==> src/rtl/bram_pkg.sv <==
// Shared BRAM-path definitions: word width and the reader/writer FSM state encodings.
package bram_pkg;

   localparam int BYTE_BITS = 8;

   typedef enum logic [1:0] {
      RD_IDLE,
      RD_TRIG,
      RD_WAIT
   } rd_state_t;

   typedef enum logic [2:0] {
      WR_IDLE,
      WR_SRC_TRIG,
      WR_SRC_WAIT,
      WR_ROOM_WAIT,
      WR_BRAM_TRIG,
      WR_BRAM_WAIT
   } wr_state_t;

endpackage

==> src/rtl/bram_writer_fsm.sv <==
// Handshake sequencer for the BRAM writer: fetch one word from the producer, then commit it.
//
// state        | meaning
// WR_IDLE      | waiting for the producer to be ready
// WR_SRC_TRIG  | src_trigger asserted for one enabled edge
// WR_SRC_WAIT  | waiting for src_done; latch word when it arrives
// WR_ROOM_WAIT | word held until BRAM is idle and has a free slot
// WR_BRAM_TRIG | bram_trigger asserted for one enabled edge
// WR_BRAM_WAIT | waiting for bram_done; count the word when it arrives
module bram_writer_fsm
   import bram_pkg::*;
(
   input  logic clk,
   input  logic reset,
   input  logic clk_en,
   input  logic is_full,
   input  logic src_rdy,
   input  logic src_done,
   input  logic bram_rdy,
   input  logic bram_done,
   output logic src_trigger,
   output logic bram_trigger,
   output logic latch_data,
   output logic count_inc
);

   wr_state_t state;
   wr_state_t state_nxt;

   always_ff @(posedge clk) begin
      if (reset) begin
         state <= WR_IDLE;
      end else if (clk_en) begin
         state <= state_nxt;
      end
   end

   // Strobes are qualified with clk_en so the datapath needs no gating of its own.
   always_comb begin
      state_nxt    = state;
      src_trigger  = 1'b0;
      bram_trigger = 1'b0;
      latch_data   = 1'b0;
      count_inc    = 1'b0;
      case (state)
         WR_IDLE: begin
            if (src_rdy) state_nxt = WR_SRC_TRIG;
         end
         WR_SRC_TRIG: begin
            src_trigger = 1'b1;
            state_nxt   = WR_SRC_WAIT;
         end
         WR_SRC_WAIT: begin
            if (src_done) begin
               latch_data = clk_en;
               state_nxt  = WR_ROOM_WAIT;
            end
         end
         WR_ROOM_WAIT: begin
            if (bram_rdy && !is_full) state_nxt = WR_BRAM_TRIG;
         end
         WR_BRAM_TRIG: begin
            bram_trigger = 1'b1;
            state_nxt    = WR_BRAM_WAIT;
         end
         WR_BRAM_WAIT: begin
            if (bram_done) begin
               count_inc = clk_en;
               state_nxt = WR_IDLE;
            end
         end
         default: state_nxt = WR_IDLE;
      endcase
   end

endmodule

==> src/rtl/bram_writer.sv <==
// BRAM write path: pulls words from a producer one at a time and commits them to the BRAM
// controller, holding the word locally and counting completed writes.
module bram_writer
   import bram_pkg::*;
#(
   parameter int DATA_BITS  = BYTE_BITS,
   parameter int COUNT_BITS = 16
) (
   input  logic                  clk,
   input  logic                  reset,
   input  logic                  clk_en,
   input  logic                  is_full,
   input  logic                  src_rdy,
   input  logic                  src_done,
   input  logic [DATA_BITS-1:0]  src_data,
   input  logic                  bram_rdy,
   input  logic                  bram_done,
   output logic                  src_trigger,
   output logic                  bram_trigger,
   output logic [DATA_BITS-1:0]  bram_data,
   output logic [COUNT_BITS-1:0] words_written
);

   logic latch_data;
   logic count_inc;

   bram_writer_fsm u_fsm (
      .clk          (clk),
      .reset        (reset),
      .clk_en       (clk_en),
      .is_full      (is_full),
      .src_rdy      (src_rdy),
      .src_done     (src_done),
      .bram_rdy     (bram_rdy),
      .bram_done    (bram_done),
      .src_trigger  (src_trigger),
      .bram_trigger (bram_trigger),
      .latch_data   (latch_data),
      .count_inc    (count_inc)
   );

   // Counter wraps silently; it is a status value, not a flow-control signal.
   always_ff @(posedge clk) begin
      if (reset) begin
         bram_data     <= '0;
         words_written <= '0;
      end else begin
         if (latch_data) bram_data     <= src_data;
         if (count_inc)  words_written <= words_written + COUNT_BITS'(1);
      end
   end

endmodule
==> config.mk <==
export PLATFORM = sky130hd
export DESIGN_NAME = bram_writer
export DESIGN_NICKNAME = d
export VERILOG_FILES = /design/src/rtl/bram_pkg.sv /design/src/rtl/bram_writer_fsm.sv /design/src/rtl/bram_writer.sv
export SDC_FILE = /design/constraint.sdc
export NUM_CORES = 1
export LEC_CHECK = 0
export BUFFER_PORTS_ARGS = -buffer_cell sky130_fd_sc_hd__buf_2
export CORE_UTILIZATION = 48
export DETAILED_ROUTE_END_ITERATION = 6
export PLACE_DENSITY = 0.78
export SLEW_MARGIN = 0
export SYNTH_ARGS = -nofsm -noshare
export SYNTH_HDL_FRONTEND = slang
export SYNTH_HIERARCHICAL = 1
export SYNTH_SLANG_ARGS = --single-unit
==> constraint.sdc <==
create_clock -name clk -period 2 [get_ports clk]
set_clock_uncertainty 0.05 [all_clocks]
set_input_delay 0 -clock clk [delete_from_list [all_inputs] [get_ports clk]]
set_output_delay 0 -clock clk [all_outputs]
set_load 0.01 [all_outputs]
==> impl_metrics.tcl <==
set metrics [dict create \
    r2r_slack_ns 0.15 \
    fin_cells 220 \
    netSwitchingFraction_pct 23.3 \
    ctsRootBufferMaster "clkbuf_4" \
    cts_tree "done" \
    status "finished, final reports clean" \
    wl_met2_um 1430 \
    synthXorXnorAreaFrac_pct 7.14 \
    m1WireLength_um 1300 \
    synthCells 136 \
    internal_power_mw 0.657 \
    r2r.worst_path.cells 6 \
    place.gp.congestion 0.737 \
    die-area_mm2 0.00276 \
    synth_ff_type "dfxtp_1" \
    synthMuxAreaShare_pct 10.1 \
    grt-ovfl-total 0 \
    synth-adder-area-share_pct 1.02 \
    critPathKind "flip-flop to flip-flop" \
    grt_pass1_wl_um 4600 \
    fmax_mhz 542 \
    tightest_slew_ns 0.551 \
    drc_errors 0 \
    clock_path_buffers 2 \
    io_pins 42 \
    path_max_fanout 8 \
    avgSynthCellArea_um2 9.03 \
    finalSetupTns_ns 0 \
    crit_start "u_fsm/state[1]" \
    htreeDepth 1 \
    syn_to_final_growth_pct 32.2 \
    slew_violations 0 \
    core_mm2 0.00232 \
    drive_above_1_share_pct 29.7 \
    drt_pass1_iterations 4 \
    dp_hpwl_um 1930 \
    yosys-top-cells-area "dfxtp_1 (44%), nor2_1 (8.3%), mux2i_1 (7.3%), xor2_1 (4.3%), nand3_1 (3.7%)" \
    vias 1152 \
    wl_per_cell_um 13.1 \
    diodes 0 \
    hold_viol_final 0 \
    critPathLaunchType "flip-flop" \
    antenna_left 0 \
    synth_nets 153 \
    numCtsBuffers 3 \
    drt_iter0_drc 21 \
    wl_met3_um 118 \
    hp-class "input pin to flip-flop" \
    combPwrFrac_pct 8.6 \
    grtUsageTotal_pct 23.0 \
    dp_cells 204 \
    max-slew-margin-rel_pct 63.3 \
    endpoint_kind "flip-flop" \
    rsz0062_at_grt "no" \
    yosys.cell_types.count 33 \
    first_global_vias 1026 \
    clk_pin_slew_worst_paths_ns 0.14 \
    drt-total-wl_um 2890 \
    fill_cells 204 \
    syn_area_mm2 0.00123 \
    final_core_util_pct 70.0 \
    fin_crit_sh_pct 92.3 \
    power_leakage_nw 0.709 \
    cp-endpoint "words_written[12]" \
    synth_top_area_share_pct 44.0 \
    cp.required_ns 2.16 \
    yosys.area.top_type "dfxtp_1" \
    setup_viol 0 \
    synth_top_family_by_area "simple AND/OR/NAND/NOR gates" \
    ir_drop_uv 470 \
    synth-simple-area-share_pct 28.5 \
    synth_seq_cells 27 \
    routed_via_density 5.24 \
    synthArstFlopShare_pct 0 \
    yosys_warnings 6 \
    grt_antenna_before_repair 0 \
    cp.arrival_ns 2.00 \
    p_total_mw 0.857 \
    synth-edff-count 0 \
    clockPowerShare_pct 27.4 \
    p_switching_mw 0.200 \
    fin_crit_ns 1.85 \
    r2r-start "u_fsm/state[1]" \
    p_per_area_mw_per_mm2 528 \
    rows 17 \
    fin_nets 210 \
    io_buffers 41 \
    synth_compound_area_share_pct 6.42 \
    seq_area_frac_synth_pct 44.0 \
    initial_core_util_pct 52.9 \
    reg2reg_to "words_written[12]" \
    seq_power_share_pct 64.0 \
    clk_latency_ns 0.33 \
    maxCapViolCount 0 \
    die_h_um 52.6 \
    highest_layer "met4" \
    whs_ns 0.0222 \
    grt_start_max_net_pins 32 \
    clock-sinks 27 \
    fp.dieW_um 52.6 \
    cts_setup_buffers 0 \
]
placed cells by master (no fill, tap or decap), drive strengths merged, types with 6 or more instances in the layout:
cell type and n:
nand4 6, xor2 6, mux2i 9, nor2 27, nand2 6, nor2b 6
dlygate4sd3 12, buf 45, dfxtp 27, nand3 9
kinds of logic (layout without fill, tap and decap cells):
logic type / Yosys count / count (layout)
simple gates: 68 / 68
flops: 27 / 27
mux: 12 / 12
compound gates: 10 / 10
xor+xnor: 10 / 10
buf+inv: 8 / 64
fa+ha+maj: 1 / 1
worst max-delay path, stage by stage, from the launching register on:
cell and delay, ns:
dfxtp_1 0.40, nand2b_4 0.17, nor2_1 0.15, nand4_1 0.18, or4_4 0.52, xnor2_1 0.13
nor2b_1 0.12
power by group through the flow:
stage / Sequential, mW / Combinational [mW] / Clock [mW]
floorplan: 0.560 / 0.0289 / 0
global placement: 0.560 / 0.0528 / 0
detailed placement: 0.560 / 0.0547 / 0
CTS: 0.548 / 0.0715 / 0.241
global route: 0.550 / 0.0801 / 0.251
finish: 0.549 / 0.0734 / 0.235
routing by layer:
metal	global-route usage, %	vias to the layer above
li1	-	584
met1	27.8	526
met2	39.2	36
met4	10.1	0
met5	0	-
met3	4.06	6
final cells by class:
cell class	count	area [µm²]	area share [%]
multi-input cells	101	653	40.2
well taps	28	35.0	2.16
repair buffers	57	355	21.9
flip-flops and latches	27	541	33.3
clock buffers	3	22.5	1.39
inverters	3	11.3	0.694
clock inverters	1	5.00	0.308
flip-flops by register name, indices dropped and copies added, names as in the netlist:
name	cells
u_fsm/state	3
bram_data	8
words_written	16
how the worst min path moves through the flow:
stage | start | cells past startpoint | endpoint
after floorplan | reset | 1 | u_fsm/state[0]
after CTS | bram_done | 3 | u_fsm/state[0]
after detailed placement | src_data[4] | 3 | bram_data[4]
final | bram_done | 3 | u_fsm/state[0]
after global placement | src_data[2] | 3 | bram_data[2]
after global routing | bram_done | 3 | u_fsm/state[0]
what timing repair did:
action	4_1_cts	5_1_grt
hold buffers	12	0
setup endpoints to repair	0	0
endpoints found under the hold margin	11	0
gates resized for setup	0	0
synth_stat cells (2+ instances only):
master    count
a21oi_1       3
and4_1        2
clkbuf_1      3
dfxtp_1      27
inv_1         3
mux2_2        3
mux2i_1       9
nand2_1       6
nand2b_1      2
nand3_1       9
nand4_1       5
nor2_1       27
nor2b_1       6
nor3_1        4
xnor2_1       4
xor2_1        6
per-stage QoR:
| step | instance area [µm²] | worst slack, ns |
|---|---|---|
| after global placement | 1480 | 0.238 |
| after global routing | 1620 | 0.0366 |
| after detailed placement | 1480 | 0.168 |
| after floorplan | 1230 | 0.201 |
| final | 1620 | 0.154 |
| after CTS | 1620 | 0.146 |
Power figures use the tool's default switching activity.
